--- src/rtl/alu_arbiter.sv ---
// -----------------------------------------------------------------------------
// alu_arbiter
//
// Shares one external 16-bit combinational ALU between two requesters
// (port 0: instruction datapath, port 1: address/auxiliary unit). One
// operation is in flight at a time. The winner's operands and operation code
// are latched into the ALU input registers on the accept edge. The ALU
// result and zero flag are captured at the end of EXEC. They are then handed
// back to the owner with a one-cycle done pulse.
//
// Handshake: reqX is a level. It is sampled only on a clock edge where the
// block can accept (IDLE or DONE state). gntX is high combinationally
// during the cycle whose closing edge latches aX/bX/ctrlX. A requester that
// keeps reqX high after its gnt issues a further operation. doneX is high
// for exactly one cycle, and in that cycle result/zero belong to port X.
//
// Ports:
//   clk, rst                  clock, asynchronous active-high reset
//   req0/req1                 request valid per requester
//   a0,b0,ctrl0 / a1,b1,ctrl1 operands and ALU op code per requester
//   gnt0/gnt1                 acceptance pulse (combinational)
//   done0/done1               completion pulse (registered)
//   result, zero              registered ALU result / zero flag
//   busy                      high while in EXEC
//   Alu_inputA/B, Alu_control registered ALU inputs
//   Alu_result, Alu_zero      ALU outputs
//   dbg_state                 current FSM state (0=IDLE, 1=EXEC, 2=DONE)
// -----------------------------------------------------------------------------
module alu_arbiter #(
    parameter int unsigned WIDTH  = 16,
    parameter int unsigned CTRL_W = 3
) (
    input  logic              clk,
    input  logic              rst,
    input  logic              req0,
    input  logic              req1,
    input  logic [WIDTH-1:0]  a0,
    input  logic [WIDTH-1:0]  b0,
    input  logic [WIDTH-1:0]  a1,
    input  logic [WIDTH-1:0]  b1,
    input  logic [CTRL_W-1:0] ctrl0,
    input  logic [CTRL_W-1:0] ctrl1,
    output logic              gnt0,
    output logic              gnt1,
    output logic              done0,
    output logic              done1,
    output logic [WIDTH-1:0]  result,
    output logic              zero,
    output logic              busy,
    output logic [WIDTH-1:0]  Alu_inputA,
    output logic [WIDTH-1:0]  Alu_inputB,
    output logic [CTRL_W-1:0] Alu_control,
    input  logic [WIDTH-1:0]  Alu_result,
    input  logic              Alu_zero,
    output logic [1:0]        dbg_state
);

    typedef enum logic [1:0] {
        IDLE = 2'd0,
        EXEC = 2'd1,
        DONE = 2'd2
    } state_t;

    state_t state;
    logic   owner;     // port that owns the in-flight operation
    logic   last_gnt;  // port granted most recently; resets to 1 so port 0 wins first tie
    logic   accept;
    logic   winner;

    // Gating with rst keeps gnt low while reset is asserted. The state
    // register is already IDLE then, so an accept would otherwise be
    // signalled for an edge that cannot latch anything.
    always_comb begin
        accept = 1'b0;
        winner = 1'b0;
        if (!rst && (state == IDLE || state == DONE) && (req0 || req1)) begin
            accept = 1'b1;
        end
        if (req0 && req1) begin
            winner = ~last_gnt;
        end else begin
            winner = req1;
        end
    end

    assign gnt0      = accept && !winner;
    assign gnt1      = accept &&  winner;
    assign dbg_state = state;

    always_ff @(posedge clk or posedge rst) begin
        if (rst) begin
            state       <= IDLE;
            owner       <= 1'b0;
            last_gnt    <= 1'b1;
            done0       <= 1'b0;
            done1       <= 1'b0;
            busy        <= 1'b0;
            result      <= '0;
            zero        <= 1'b0;
            Alu_inputA  <= '0;
            Alu_inputB  <= '0;
            Alu_control <= '0;
        end else begin
            done0 <= 1'b0;
            done1 <= 1'b0;
            busy  <= 1'b0;
            case (state)
                IDLE, DONE: begin
                    if (accept) begin
                        Alu_inputA  <= winner ? a1 : a0;
                        Alu_inputB  <= winner ? b1 : b0;
                        Alu_control <= winner ? ctrl1 : ctrl0;
                        owner       <= winner;
                        last_gnt    <= winner;
                        busy        <= 1'b1;
                        state       <= EXEC;
                    end else begin
                        state <= IDLE;
                    end
                end
                EXEC: begin
                    // The ALU has had the whole cycle to settle on the
                    // registered inputs.
                    result <= Alu_result;
                    zero   <= Alu_zero;
                    done0  <= !owner;
                    done1  <= owner;
                    state  <= DONE;
                end
                default: begin
                    state <= IDLE;
                end
            endcase
        end
    end

endmodule

--- config.mk ---
export PLATFORM = sky130hd
export DESIGN_NAME = alu_arbiter
export DESIGN_NICKNAME = d
export VERILOG_FILES = /design/src/rtl/alu_arbiter.sv
export SDC_FILE = /design/constraint.sdc
export NUM_CORES = 1
export LEC_CHECK = 0
export CAP_MARGIN = 25
export CELL_PAD_IN_SITES_DETAIL_PLACEMENT = 1
export CELL_PAD_IN_SITES_GLOBAL_PLACEMENT = 1
export CORE_MARGIN = 3
export CORE_UTILIZATION = 25
export DETAILED_ROUTE_END_ITERATION = 12
export PLACE_DENSITY = 0.72
export REMOVE_ABC_BUFFERS = 1
export SLEW_MARGIN = 10
export SYNTH_ARGS = -nofsm -noshare
export SYNTH_HDL_FRONTEND = slang
export SYNTH_SLANG_ARGS = --single-unit
--- constraint.sdc ---
create_clock -name clk -period 2.2 [get_ports clk]
set_clock_uncertainty 0.1 [all_clocks]
set_input_delay 0.44 -clock clk [delete_from_list [all_inputs] [get_ports clk]]
set_output_delay 0.44 -clock clk [all_outputs]
set_load 0.005 [all_outputs]
Yosys cells after proc, flatten, opt, wreduce, memory -nomap -nowiden
Cells that the tools add are included.
{"block": "op_classes", "muxes": 11, "reduce_logical": 13, "bitwise": 1, "eq_ne": 2}
{"op": "$mux 16", "n": 2}
{"op": "$mux 1", "n": 7}
{"op": "$logic_and 1x1->1", "n": 5}
{"op": "$pmux 2 s2", "n": 1}
{"op": "$logic_not 1->1", "n": 3}
{"op": "$mux 3", "n": 1}
{"op": "$eq 2x1->1 const B", "n": 1}
{"op": "$eq 2x2->1 const B", "n": 1}
{"op": "$logic_not 2->1", "n": 1}
{"op": "$logic_or 1x1->1", "n": 2}
{"op": "$reduce_and 2->1", "n": 1}
{"op": "$reduce_or 2->1", "n": 1}
{"op": "$not 1->1", "n": 1}
{"block": "word_totals", "word_cells": 38, "regBits": 59, "in_bits": 91, "output_inout_bits": 59}

Longest topological paths before layout
Gate-level depths: netlist of run 1.
{"block": "depth", "word_depth": 7, "ltp_mapped": 6, "mapped_depth_nobuf": 3}

Worst setup path after synthesis of run 1
No wires, ideal clock.
{"block": "synth_path", "path_kind": "input to output", "start": "input req1", "end": "output gnt1", "setup_slack_ns": 0.570, "t_arrival_ns": 1.090, "stages": 3, "required_time_ns": 1.660, "path_buffers": 1, "cell_sequence": "a21boi_2 -> clkbuf_1 -> and2_1"}
{"block": "synth_between", "elab_chain_len": 4, "elab_cells_between_ends": 6, "cone_classes": "mux (2); reduce/logical (4)"}
{"item": "start: declaration", "line_no": "36", "rtl": "input logic req1,"}
{"item": "$logic_or 1x1->1", "line_no": "76", "rtl": "if (!rst && (state == IDLE || state == DONE) && (req0 || req1)) begin"}
{"item": "$logic_and 1x1->1", "line_no": "76"}
{"item": "$mux 1", "line_no": "76"}
{"item": "$logic_and 1x1->1 (*)", "line_no": "87", "rtl": "assign gnt1 = accept && winner;"}
{"item": "end: declaration", "line_no": "44", "rtl": "output logic gnt1,"}
Mark *: on every way between the ends. The rest lies on a longest branch, timed or not.

Worst setup path after layout of run 1
{"block": "layout_path", "start": "register state[0] (netlist: dbg_state[0])", "end": "output gnt1"}
{"block": "layout_between", "elab_chain_len": 6, "elab_cells_between_ends": 7, "cone_classes": "eq/ne (1); mux (1); reduce/logical (5)"}
{"item": "start: declaration", "line_no": "64", "rtl": "state_t state;"}
{"item": "start signal: assignment", "line_no": "92", "rtl": "state <= IDLE;"}
{"item": "start signal: assignment", "line_no": "116", "rtl": "state <= EXEC;"}
{"item": "start signal: assignment", "line_no": "118", "rtl": "state <= IDLE;"}
{"item": "$eq 2x2->1 / $logic_not 2->1 (equally long branches)", "line_no": "76"}
{"item": "$logic_or 1x1->1 (*)", "line_no": "76"}
{"item": "$logic_and 1x1->1 (*) (2 in series)", "line_no": "76"}
{"item": "$mux 1 (*)", "line_no": "76"}
{"item": "$logic_and 1x1->1 (*)", "line_no": "87"}
Marks and branches as above.

==> metrics.md, run 1 <==
| Metric | Value |
|---|---|
| Layout cells sized above 1 | `between 15 and 20%` |
| Core area | `around 9400 um^2` |
| Via density | `4.68` |
| Die Wd | `around 100 um` |
| FF+latch count, synth | `59` |
| Bufs on Longest Clock Path | `2` |
| Fin. max-slew vios | `0` |
| Slew headroom | `between 70% and 80%` |
| TritonCTS buffer count | `9` |
| Initial antenna violation count | `0` |
| HP Class | `input pin to asynchronous set/reset pin` |
| Pre-Repair DR Iteration Count | `4` |
| Post-Route WL | `around 8000 um` |
| Final #Nets | `~430` |
| Chip Height | `~100 um` |
| H-tree Lvls | `3` |
| Crit end category | `output pin` |
| Die area | `about 11,000 um^2` |
| Worst EP arrival | `roughly 1.5 ns` |
| Run status | `complete, no violations` |
| Remaining global-route overflow | `0` |
| TritonCTS clock tree | `yes` |
| Final setup viols | `0` |
| Power Density | `just over 800 nW/um^2` |
| # DRC | `0` |
| HPWL after detailed placement | `5830 um` |
| Worst-path clk slew | `about 0.07 ns` |
| Placer Congestion | `0.680` |
| Sequential share of the synthesized area | `roughly 60%` |
| Area grow syn2layout | `78.3%` |
| Kind of critical path | `flip-flop to output pin` |
| Clock latency on the worst-skew pair | `approximately 0.33 ns` |
| Number of global-route vias before repair | `between 2,000 and 3,000` |
| Share of the synthesized area in the top cell type | `59.4%` |
| Syn Inst Count | `178` |
| Rows | `35` |
| Max Cap Violations | `0` |
| CP max FO | `3` |
| Minimum clock period after layout | `~2.1 ns` |
| Initial DRC Count | `37` |
| GRT Total Usage | `approximately 15%` |
| Synth warn | `0` |
| Fin. Hold Viols | `0` |
| Clock root cell | `clkbuf_8` |
| Initial core utilization | `about a quarter` |
| Worst Tran Pin Value | `about 0.42 ns` |
| Inst Count DP | `about 450` |
| Ports | `150` |
| Leak Pwr | `slightly below 2 nW` |
| Total power draw | `approximately 3.5 mW` |
| Fmax | `between 400 and 500 MHz` |
| First-pass GRT wire length | `13,200 um` |
| CP Data Required Time | `around 1.7 ns` |
| Wirelength per Cell | `about 18 um` |
| # diodes | `0` |
| Max rail drop VDD | `roughly 0.32 mV` |
| Period utilisation layout | `a little over nine tenths` |
| Syn Area/Cell | `13.7 um^2` |
| IO Port Bufs | `between 100 and 150` |
| Clock sink count | `59` |
| DR vias | `2,198` |
| Worst setup SP type | `flip-flop` |
| Pin count of the biggest net entering global routing | `60` |
| Area contributors post-synth | `dfrtp_1 (59%), a221o_1 (14%), and3_1 (9.0%)` |
| Routed Antenna Nets | `0` |
| RSZ-0062 raised after global routing | `no` |
| Synth cell types | `18` |
| Leading area contributor after synthesis | `dfrtp_1` |
| Fin cells | `470` |
| Synthesized area | `around 2400 um^2` |
[timing repair]
item                       CTS  global route
resized for setup            5             0
hold endpoints to repair     0             0
setup endpoints to repair    2             0
setup buffers                3             0
hold buffers                 0             0
[report_power, final]
part	internal, mW	switching [mW]	leakage (nW)	total (mW)
Sequential	1.30	0.119	0.720	1.42
Combinational	0.692	0.307	1.12	0.999
Clock	0.694	0.427	0.119	1.12
[placed cells by master (no fill, tap or decap), drive strengths merged, types with 2 or more instances in the layout]
cell and count:
nand2b 2, clkinv 3, dlygate4sd2 4, mux2 17, a221o 35, inv 4
clkbuf 11, bufinv 2, dfrtp 58, buf 15, and2 2, nor2 2
a21o 2, and3 36, clkdlybuf4s50 145
[Yosys cell counts (all sizes together)]
library cell  count
dfrtp            58
and3             36
a221o            35
mux2             17
buf               9
clkbuf            8
inv               4
a21o              2
and2              2
nand2b            2
nor2              2
a21boi            1
dfstp             1
o21ai             1
[routing by layer]
metal	part of all wire (%)	global-route usage, %
met1	40	16.7
met2	48	25.8
met3	11	7.47
met4	1.3	5.34
met5	0	0
[critical path, stage by stage (launching register included)]
cell	delay (ns)
dfrtp_1	0.42
nor2_2	0.13
and2_4	0.16
clkdlybuf4s50_1	0.49
[metrics by stage]
step,setup TNS (ns),setup WS (ns),cell area (um^2),hold slack [ns],util [%]
detailed placement,-0.296,-0.152,4110,0.362,43.9
global placement,-0.233,-0.141,4110,0.339,43.9
floorplan,-9.17,-0.259,2330,0.318,-
finish,0,0.129,4360,0.232,46.5
CTS,0,0.116,4360,0.235,46.5
global route,0,0.0416,4360,0.256,46.5
[sequential cells by signal, summed over array words and instances, names as in the netlist]
| signal | flops |
|---|---|
| Alu_control | 3 |
| Alu_inputA | 16 |
| Alu_inputB | 16 |
| busy | 1 |
| dbg_state | 2 |
| done0 | 1 |
| done1 | 1 |
| last_gnt | 1 |
| owner | 1 |
| result | 16 |
| zero | 1 |
[worst paths after layout]
path	startpoint	end	slack, ns	cells after the start
max in group asynchronous	rst	last_gnt	1.48	3
min in group clk	owner	done0	0.37	1
worst max-delay path	dbg_state[0]	gnt1	0.13	3
worst min-delay path	rst	result[1]	0.23	3
worst min register to register	owner	done0	0.37	1
worst max register to register	dbg_state[0]	Alu_inputA[1]	0.47	7
[area by class of cell]
cell class	instances	area, um^2
timing repair buffer	164	1620
multi-input combinational	98	852
sequential	59	1480
fill	1036	5010
clock buffer	11	151
inverter	4	15.0
tap	129	161
clock inverter	5	75.1
[logic make-up (layout without fill, tap and decap cells)]
logic type	after synthesis	count (layout)	synth area share [%]
DFF	59	59	60.5
buffers and inverters	21	184	5.22
AOI/OAI and AO/OA	39	39	15.6
and+or+nand+nor	42	42	10.9
muxes	17	17	7.83
(Power assumes the default switching activity.)
==> inputs of run 2 (changes only) <==
CAP_MARGIN = default   (was 25)
SLEW_MARGIN = default   (was 10)
==> results of run 2 <==
Same layout as run 1: the final DEF is identical, and so are final timing and power.
==> inputs of run 3 (changes only) <==
GPL_ROUTABILITY_DRIVEN = 0   (was default)
==> results of run 3 <==
Same layout as run 1: the final DEF is identical, and so are final timing and power.
